**src/rtl/pipo_pkg.sv**
```systemverilog
// Shared constants and width helper for the pipo_fifo block.
package pipo_pkg;

    localparam int WIDTH_DEF = 16;
    localparam int DEPTH_DEF = 4;

    // Smallest n such that 2**n >= value (0 for value <= 1).
    function automatic int ceil_log2(input int value);
        int result;
        result = 0;
        for (int i = 0; i < 31; i++) begin
            if ((32'sd1 << i) < value) begin
                result = i + 1;
            end
        end
        return result;
    endfunction

endpackage

```
**src/rtl/pipo_fifo_if.sv**
```systemverilog
// Valid/ready handshake bundle between producer, FIFO and consumer.
interface pipo_fifo_if
    import pipo_pkg::*;
#(
    parameter int WIDTH = WIDTH_DEF
);

    logic [WIDTH-1:0] din;
    logic             in_valid;
    logic             in_ready;
    logic [WIDTH-1:0] dout;
    logic             out_valid;
    logic             out_ready;

    // Producer/consumer side driving the FIFO.
    modport master (
        output din, in_valid, out_ready,
        input  in_ready, dout, out_valid
    );

    // FIFO side.
    modport slave (
        input  din, in_valid, out_ready,
        output in_ready, dout, out_valid
    );

endinterface

```
**src/rtl/pipo_ram.sv**
```systemverilog
// DEPTH x WIDTH register array: one write port, asynchronous read port,
// cleared to zero on reset so the head word reads zero after reset.
module pipo_ram
    import pipo_pkg::*;
#(
    parameter int WIDTH = WIDTH_DEF,
    parameter int DEPTH = DEPTH_DEF,
    parameter int AW    = ceil_log2(DEPTH)
) (
    input  logic             clk,
    input  logic             rst_n,
    input  logic             we,
    input  logic [AW-1:0]    waddr,
    input  logic [WIDTH-1:0] wdata,
    input  logic [AW-1:0]    raddr,
    output logic [WIDTH-1:0] rdata
);

    logic [WIDTH-1:0] mem_r [DEPTH];

    // Storage array: zeroed on reset, written on a qualified push.
    always_ff @(posedge clk or negedge rst_n) begin
        if (!rst_n) begin
            for (int i = 0; i < DEPTH; i++) begin
                mem_r[i] <= {WIDTH{1'b0}};
            end
        end else if (we) begin
            mem_r[waddr] <= wdata;
        end
    end

    assign rdata = mem_r[raddr];

endmodule

```
**src/rtl/pipo_fifo.sv**
```systemverilog
// First-word-fall-through FIFO with occupancy, almost-full and sticky
// overflow/underflow reporting. clr flushes pointers, count and flags but
// leaves the storage contents alone.
module pipo_fifo
    import pipo_pkg::*;
#(
    parameter  int WIDTH = WIDTH_DEF,
    parameter  int DEPTH = DEPTH_DEF,
    parameter  int AFULL = DEPTH - 1,
    localparam int CW    = ceil_log2(DEPTH + 1)
) (
    input  logic            clk,
    input  logic            rst_n,
    input  logic            clr,
    pipo_fifo_if.slave      bus,
    output logic [CW-1:0]   count,
    output logic            afull,
    output logic            ovf,
    output logic            udf
);

    localparam int AW = ceil_log2(DEPTH);

    logic [AW-1:0]    wr_ptr_r;
    logic [AW-1:0]    rd_ptr_r;
    logic [CW-1:0]    count_r;
    logic             afull_r;
    logic             ovf_r;
    logic             udf_r;

    logic [AW-1:0]    wr_ptr_nxt_s;
    logic [AW-1:0]    rd_ptr_nxt_s;
    logic [CW-1:0]    count_nxt_s;
    logic             afull_nxt_s;
    logic             ovf_nxt_s;
    logic             udf_nxt_s;

    logic             full_s;
    logic             empty_s;
    logic             push_s;
    logic             pop_s;
    logic [WIDTH-1:0] rd_data_s;

    // Full/empty come only from registered count, so ready/valid never
    // depend combinationally on the other side's handshake inputs.
    assign full_s  = (count_r == CW'(DEPTH));
    assign empty_s = (count_r == {CW{1'b0}});

    // A flush discards any transfer offered in the same cycle.
    assign push_s = bus.in_valid  & ~full_s  & ~clr;
    assign pop_s  = bus.out_ready & ~empty_s & ~clr;

    // Next-state for pointers, occupancy and flags; clr overrides everything.
    always_comb begin
        wr_ptr_nxt_s = wr_ptr_r;
        rd_ptr_nxt_s = rd_ptr_r;
        count_nxt_s  = count_r;
        ovf_nxt_s    = ovf_r;
        udf_nxt_s    = udf_r;
        if (clr) begin
            wr_ptr_nxt_s = {AW{1'b0}};
            rd_ptr_nxt_s = {AW{1'b0}};
            count_nxt_s  = {CW{1'b0}};
            ovf_nxt_s    = 1'b0;
            udf_nxt_s    = 1'b0;
        end else begin
            if (push_s) begin
                wr_ptr_nxt_s = wr_ptr_r + AW'(1'b1);
            end else begin
                wr_ptr_nxt_s = wr_ptr_r;
            end
            if (pop_s) begin
                rd_ptr_nxt_s = rd_ptr_r + AW'(1'b1);
            end else begin
                rd_ptr_nxt_s = rd_ptr_r;
            end
            case ({push_s, pop_s})
                2'b10:   count_nxt_s = count_r + CW'(1'b1);
                2'b01:   count_nxt_s = count_r - CW'(1'b1);
                default: count_nxt_s = count_r;
            endcase
            if (bus.in_valid & full_s) begin
                ovf_nxt_s = 1'b1;
            end else begin
                ovf_nxt_s = ovf_r;
            end
            if (bus.out_ready & empty_s) begin
                udf_nxt_s = 1'b1;
            end else begin
                udf_nxt_s = udf_r;
            end
        end
        afull_nxt_s = (count_nxt_s >= CW'(AFULL));
    end

    // Control state registers.
    always_ff @(posedge clk or negedge rst_n) begin
        if (!rst_n) begin
            wr_ptr_r <= {AW{1'b0}};
            rd_ptr_r <= {AW{1'b0}};
            count_r  <= {CW{1'b0}};
            afull_r  <= 1'b0;
            ovf_r    <= 1'b0;
            udf_r    <= 1'b0;
        end else begin
            wr_ptr_r <= wr_ptr_nxt_s;
            rd_ptr_r <= rd_ptr_nxt_s;
            count_r  <= count_nxt_s;
            afull_r  <= afull_nxt_s;
            ovf_r    <= ovf_nxt_s;
            udf_r    <= udf_nxt_s;
        end
    end

    pipo_ram #(
        .WIDTH (WIDTH),
        .DEPTH (DEPTH),
        .AW    (AW)
    ) u_ram (
        .clk   (clk),
        .rst_n (rst_n),
        .we    (push_s),
        .waddr (wr_ptr_r),
        .wdata (bus.din),
        .raddr (rd_ptr_r),
        .rdata (rd_data_s)
    );

    assign bus.in_ready  = ~full_s;
    assign bus.out_valid = ~empty_s;
    assign bus.dout      = rd_data_s;
    assign count         = count_r;
    assign afull         = afull_r;
    assign ovf           = ovf_r;
    assign udf           = udf_r;

endmodule

```
**src/flat_wrapper.sv**
```systemverilog
// flat-port wrapper written by rule: the top's interface ports become plain ports
module pipo_fifo_flat import pipo_pkg::*;
#(
    parameter  int WIDTH = WIDTH_DEF,
    parameter  int DEPTH = DEPTH_DEF,
    parameter  int AFULL = DEPTH - 1,
    localparam int CW    = ceil_log2(DEPTH + 1)
)
  (clk, rst_n, clr, count, afull, ovf, udf, bus_din, bus_in_valid, bus_out_ready, bus_in_ready, bus_dout, bus_out_valid);
  pipo_fifo_if #(.WIDTH(WIDTH)) bus_i ();
  input  logic clk;
  input  logic rst_n;
  input  logic clr;
  output logic [CW-1:0] count;
  output logic afull;
  output logic ovf;
  output logic udf;
  input wire logic [$bits(bus_i.din)-1:0] bus_din;
  input wire logic [$bits(bus_i.in_valid)-1:0] bus_in_valid;
  input wire logic [$bits(bus_i.out_ready)-1:0] bus_out_ready;
  output wire logic [$bits(bus_i.in_ready)-1:0] bus_in_ready;
  output wire logic [$bits(bus_i.dout)-1:0] bus_dout;
  output wire logic [$bits(bus_i.out_valid)-1:0] bus_out_valid;
  assign bus_i.din = bus_din;
  assign bus_i.in_valid = bus_in_valid;
  assign bus_i.out_ready = bus_out_ready;
  assign bus_in_ready = bus_i.in_ready;
  assign bus_dout = bus_i.dout;
  assign bus_out_valid = bus_i.out_valid;
  pipo_fifo #(.WIDTH(WIDTH), .DEPTH(DEPTH), .AFULL(AFULL)) u_core (.clk(clk), .rst_n(rst_n), .clr(clr), .bus(bus_i), .count(count), .afull(afull), .ovf(ovf), .udf(udf));
endmodule
```
**config.mk**
```make
export PLATFORM = sky130hd
export DESIGN_NAME = pipo_fifo_flat
export DESIGN_NICKNAME = d
export VERILOG_FILES = /design/src/rtl/pipo_pkg.sv /design/src/rtl/pipo_fifo_if.sv /design/src/rtl/pipo_ram.sv /design/src/rtl/pipo_fifo.sv /design/src/flat_wrapper.sv
export SDC_FILE = /design/constraint.sdc
export NUM_CORES = 1
export LEC_CHECK = 0
export CORE_MARGIN = 2
export CORE_UTILIZATION = 50
export CTS_BUF_LIST = sky130_fd_sc_hd__clkbuf_4 sky130_fd_sc_hd__clkbuf_8
export DETAILED_ROUTE_END_ITERATION = 8
export HOLD_SLACK_MARGIN = 0.15
export PLACE_DENSITY_LB_ADDON = 0.05
export SYNTH_ARGS = -nofsm -noshare
export SYNTH_HDL_FRONTEND = slang
export SYNTH_SLANG_ARGS = --single-unit
```
**constraint.sdc**
```tcl
create_clock -name clk -period 5.02 [get_ports clk]
set_input_delay 0.502 -clock clk [delete_from_list [all_inputs] [get_ports clk]]
set_output_delay 0.502 -clock clk [all_outputs]
set_load 0.005 [all_outputs]
```
## Word-level counts from Yosys, hierarchy flattened

Index checks and enable logic that the tools add are counted.

- Logic and storage cells: 54
- Output and inout port bits: 24
- Register bits after elaboration: 74

- $lt $le $gt $ge: 4
- Reduce and logical (&&, ||, !) cells: 6
- Bitwise logic cells: 11
- Muxes and demuxes: 16
- Add/subtract/negate cells: 4
- Equality and inequality tests: 3

Operators with widths:

| operator | number |
|---|---|
| $bwmux W64 | 1 |
| $mux W16 | 3 |
| $bmux W16 S2 | 1 |
| $demux W16 S2 | 1 |
| $mux W2 | 4 |
| $reduce_bool A2 Y1 | 4 |
| $and A1 B1 Y1 | 6 |
| $ge A3 B3 Y1 const B | 2 |
| $not A2 Y3 | 2 |
| $pmux W3 S2 | 1 |
| $add A2 B1 Y2 const B | 2 |
| $mux W1 | 4 |
| $add A3 B1 Y3 const B | 1 |
| $eq A3 B3 Y1 const B | 1 |
| $ge A3 B2 Y1 const B | 1 |
| $logic_not A3 Y1 | 1 |
| $lt A3 B1 Y1 const B | 1 |
| $mux W3 | 1 |
| $not A1 Y1 | 3 |
| $sub A3 B1 Y3 const B | 1 |
| $eq A2 B1 Y1 const B | 1 |
| $eq A2 B2 Y1 const B | 1 |
| $logic_and A1 B1 Y1 | 1 |

## Depth between registers and ports, before layout

- Depth in word-level cells: 8
- Depth in mapped cells: 9
- Depth with buffers taken out: 7

## Cells and area by module

From an unflattened synthesis, not the netlist that was laid out.

- Cells, all modules: 209
- Area total of the unflattened synthesis: 3331.9 um2

By module, submodules not included:

| module | instances | area each (um2) | sequential area each (um2) | cells each |
|---|---|---|---|---|
| pipo_ram | 1 | 2792.7 | 1601.5 | 156 |
| pipo_fifo | 1 | 539.3 | 250.2 | 53 |

## Worst setup path after synthesis

Ideal clock, no wire load.

- Path type: register to register
- Start point: reg u_core.count_r[0] (netlist: u_core.count[0])
- End point: reg u_core.afull_r (netlist: u_core.afull)
- Buffers on the path: 1
- Setup slack: 2774 ps
- Data required time: 4933 ps
- Cell stages (with the launch flop): 9
- Clock period less this slack: 2246 ps
- Arrival: 2159 ps
- Cells stage by stage: dfrtp_1 -> buf_2 -> o31ai_1 -> nor2_1 -> ha_1 -> fa_1 -> xnor2_1 -> or4_1 -> o211ai_1

- Longest elaborated chain between the ends: 8
- Elaborated cells between the ends (all ways): 15
- Those cells by class: 2 x add/sub; 1 x order compare; 3 x eq/ne; 2 x mux; 6 x bitwise; 1 x reduce/logical

Ends and longest elaborated chain:

| item | line | text |
|---|---|---|
| from (decl) | pipo_fifo.sv:26 | `logic [CW-1:0] count_r;` |
| from (signal assigned) | pipo_fifo.sv:101 | `count_r <= {CW{1'b0}};` |
| from (signal assigned) | pipo_fifo.sv:108 | `count_r <= count_nxt_s;` |
| $eq A3 B3 Y1 or $logic_not A3 Y1 (tied branches) | pipo_fifo.sv:46, pipo_fifo.sv:47 |  |
| $not A1 Y1, on equally long branches | pipo_fifo.sv:50, pipo_fifo.sv:51 |  |
| $and A1 B1 Y1, on equally long branches (2 in a row) | pipo_fifo.sv:50, pipo_fifo.sv:51 |  |
| $eq A2 B1 Y1 or $eq A2 B2 Y1 (tied branches) | pipo_fifo.sv:77 | `case ({push_s, pop_s})` |
| $pmux W3 S2 * | pipo_fifo.sv:77 |  |
| $mux W3 * | pipo_fifo.sv:60 | `if (clr) begin` |
| $ge A3 B2 Y1 * | pipo_fifo.sv:93 | `afull_nxt_s = (count_nxt_s >= CW'(AFULL));` |
| named net u_core.afull_nxt_s | pipo_fifo.sv:34 | `logic afull_nxt_s;` |
| to (signal assigned) | pipo_fifo.sv:109 | `afull_r <= afull_nxt_s;` |
| to (decl) | pipo_fifo.sv:27 | `logic afull_r;` |

The timed path passes the listed nets; every way through them passes the cells marked *.
A chain may end at the register's enable or synchronous reset.

## Worst setup path in the final report

- Start point: reg u_core.rd_ptr_r[0]
- End point: out bus_dout[11]

- Longest elaborated chain between the ends: 4

Ends and longest elaborated chain:

| item | line | text |
|---|---|---|
| from (decl) | pipo_fifo.sv:25 | `logic [AW-1:0] rd_ptr_r;` |
| from (signal assigned) | pipo_fifo.sv:100 | `rd_ptr_r <= {AW{1'b0}};` |
| from (signal assigned) | pipo_fifo.sv:107 | `rd_ptr_r <= rd_ptr_nxt_s;` |
| $not A2 Y3 (implied by the code) | pipo_ram.sv:32 | `assign rdata = mem_r[raddr];` |
| $bmux W16 S2 | pipo_ram.sv:32 |  |
| $mux W16 (implied by the code) (2 in a row) | pipo_ram.sv:32 |  |
| to (decl) | flat_wrapper.sv:22 | `output wire logic [$bits(bus_i.dout)-1:0] bus_dout;` |

No other way between the ends. The select of a mux whose other input is x is not followed.

==> impl_metrics.env <==
export IMPL_drive_gt1_share_pct=37.3
export IMPL_firstDrtPassIters=4
export IMPL_fin_crit_ps=2880
export IMPL_post_dp_hpwl_mm=3.98
export IMPL_top_level_ports=45
export IMPL_final_area_um2=4170
export IMPL_root_buffer="clkbuf_8"
export IMPL_gp_congestion=0.780
export IMPL_sequentialPowerShare_pct=47.9
export IMPL_io_buffers=44
export IMPL_synth_flop_cell="dfrtp_1"
export IMPL_cts_made_buffers=9
export IMPL_rows=30
export IMPL_antenna_found_initial=0
export IMPL_cts_buffer_depth=2
export IMPL_grt_setup_unrepaired="no"
export IMPL_fin_ws_ps=2140
export IMPL_postCtsResizedCells=0
export IMPL_power_per_cell_area_nw_per_um2=436
export IMPL_diodes=0
export IMPL_avgSynthCellArea_um2=16.4
export IMPL_worstMarginPinSlew_ps=1100
export IMPL_die_area_um2=7860
export IMPL_fin_nets=287
export IMPL_power_frac_comb_pct=28.4
export IMPL_fmax_mhz=347
export IMPL_postCtsSetupBuffers=0
export IMPL_die_h_um=88.7
export IMPL_die_width_um=88.7
export IMPL_slew_headroom_pct=26.6
export IMPL_first_iter_violations=53
export IMPL_clk_latency_ps=340
export IMPL_dpl_cell_area_um2=3990
export IMPL_power_mw=1.82
export IMPL_hold_class="input pin to asynchronous set/reset pin"
export IMPL_layout_commonest_cell="dfrtp_1"
export IMPL_regArea_um2=1850
export IMPL_grt_pass1_vias=2019
export IMPL_core_region_area_um2=6870
export IMPL_syn_cell_area_um2=3580
export IMPL_syn_nets=245
export IMPL_ys_seq_elements=74
export IMPL_drc=0
export IMPL_drt_vias_per_instance=5.38
export IMPL_yosysWarnings=0
export IMPL_synth_distinct_cells=31
export IMPL_p_sw_mw=0.447
export IMPL_syn_inst=218
export IMPL_p_leak_nw=1.83
export IMPL_cp_arrival_ps=2380
export IMPL_area_growth_pct=16.3
export IMPL_critPathMaxFanout=10
export IMPL_synth_edf_count=0
export IMPL_r2r_cells=7
export IMPL_crit_path_end_kind="primary output"
export IMPL_ant_nets=0
export IMPL_synthArstFlopShare_pct=100
export IMPL_cts_tree="yes"
export IMPL_multi_input_area_um2=1560
export IMPL_clkPwrFrac_pct=23.7
export IMPL_vias=1932
export IMPL_worstSetupPathType="register to primary output"
export IMPL_slew_violations=0
export IMPL_vdd_drop_max_mv=0.198
export IMPL_cts_clk_slew_worst_paths_ps=70
export IMPL_cp_start_kind="register"
export IMPL_wl_mm=6.32
export IMPL_cts_hold_buf=0
export IMPL_fin_crit_sh_pct=57.5
export IMPL_cp_required_ps=4520
export IMPL_fill_cells=529
export IMPL_crit_path_top_delay_cell="dfrtp_1"
export IMPL_finalSetupViolCount=0
export IMPL_path_cells="buf_4, mux4_2, clkdlybuf4s50_1"
export IMPL_fin_skew_ps=16.2
export IMPL_final_cell_mix="dfrtp_1 (74), clkdlybuf4s50_1 (43), mux2_4 (40), mux2_2 (25), mux4_2 (16)"
export IMPL_overflow=0
export IMPL_track_usage_pct=17.9
export IMPL_preCtsSetupSlack_ps=1990
export IMPL_initial_core_util_pct=52.2
export IMPL_maxCapViolCount=0
export IMPL_wl_per_cell_um=17.6
export IMPL_internal_power_mw=1.37
export IMPL_yosysSeqAreaShare_pct=51.7
export IMPL_cts_htree_levels=3
export IMPL_setup_tns_final_ps=0
export IMPL_clkSinkCount=74
export IMPL_grt_pass1_wl_mm=10.4
export IMPL_final_hold_violation_count=0
export IMPL_cpPeakStageDelay_ps=710
export IMPL_grt_max_degree=44
export IMPL_outcome="completed"
export IMPL_swShare_pct=24.6
[sequential cells by signal (all words and copies together), names as in the netlist]
register,cells
u_core.wr_ptr_r,2
u_core.udf,1
u_core.u_ram.mem_r,64
u_core.rd_ptr_r,2
u_core.ovf,1
u_core.count,3
u_core.afull,1
[routing by layer]
layer,GRT usage [%],wire length (um)
met1,24.2,2980
met2,28.5,3030
met3,4.76,232
met4,5.79,82
met5,0,0
[worst max-delay path, delay by kind of cell (launching register included)]
family | cells | cell delay (ps)
buffers and inverters | 2 | 800
flip-flops | 1 | 710
multiplexers | 1 | 540
[power groups by stage]
| stage | logic, mW | clock network [mW] | registers, mW |
|---|---|---|---|
| 2_1_floorplan | 0.364 | 0 | 0.837 |
| 3_3_place_gp | 0.512 | 0 | 0.877 |
| 3_5_place_dp | 0.523 | 0 | 0.878 |
| 4_1_cts | 0.526 | 0.448 | 0.870 |
| 5_1_grt | 0.559 | 0.472 | 0.893 |
| 6_report | 0.517 | 0.431 | 0.870 |
[cells by family after synthesis]
family / count (synthesis) / share of synthesized area [%]
AND/OR/NAND/NOR: 25 / 3.53
multiplexers: 82 / 34.9
adder cells (fa/ha/maj): 6 / 2.30
buffers and inverters: 18 / 4.85
flip-flops: 74 / 51.7
XOR/XNOR: 4 / 0.977
AO/OA/AOI/OAI: 9 / 1.75
[final cells by class]
cell class,count,area share [%]
Multi-Input combinational cell,126,37.4
Timing Repair Buffer,46,10.8
Tap cell,96,2.88
Clock buffer,10,3.15
Clock inverter,4,1.08
Inverter,3,0.270
Sequential cell,74,44.4
[final timing paths]
check | startpoint | to | slack [ps]
worst max-delay path | u_core.rd_ptr_r[0] | bus_dout[11] | 2140
worst min-delay path | rst_n | u_core.u_ram.mem_r[60] | 310
worst max register to register | u_core.count[0] | u_core.afull | 2680
worst min register to register | u_core.u_ram.mem_r[32] | u_core.u_ram.mem_r[32] | 510
max in group asynchronous | rst_n | u_core.u_ram.mem_r[26] | 3760
min in group clk | u_core.u_ram.mem_r[32] | u_core.u_ram.mem_r[32] | 510
[cell usage after synthesis (all sizes together) (2+ instances only)]
cell / n / area (um2)
and3: 4 / 25.0
inv: 3 / 11.3
ha: 5 / 62.6
nand2: 3 / 11.3
o31ai: 2 / 15.0
xor2: 3 / 26.3
buf: 12 / 151
clkbuf: 3 / 11.3
dfrtp: 74 / 1850
mux2: 65 / 882
nor2: 11 / 41.3
nor2b: 2 / 12.5
mux4: 16 / 360
[stage by stage]
stage                     util [%]  hold slack [ps]  std cells
after CTS                     60.7              336        359
after detailed placement      58.1              485        345
after global routing          60.7              392        359
final                         60.7              306        359
after global placement        58.1              485        345
after floorplan                  -              206        218
No activity file was read; power rests on OpenSTA's default activity.
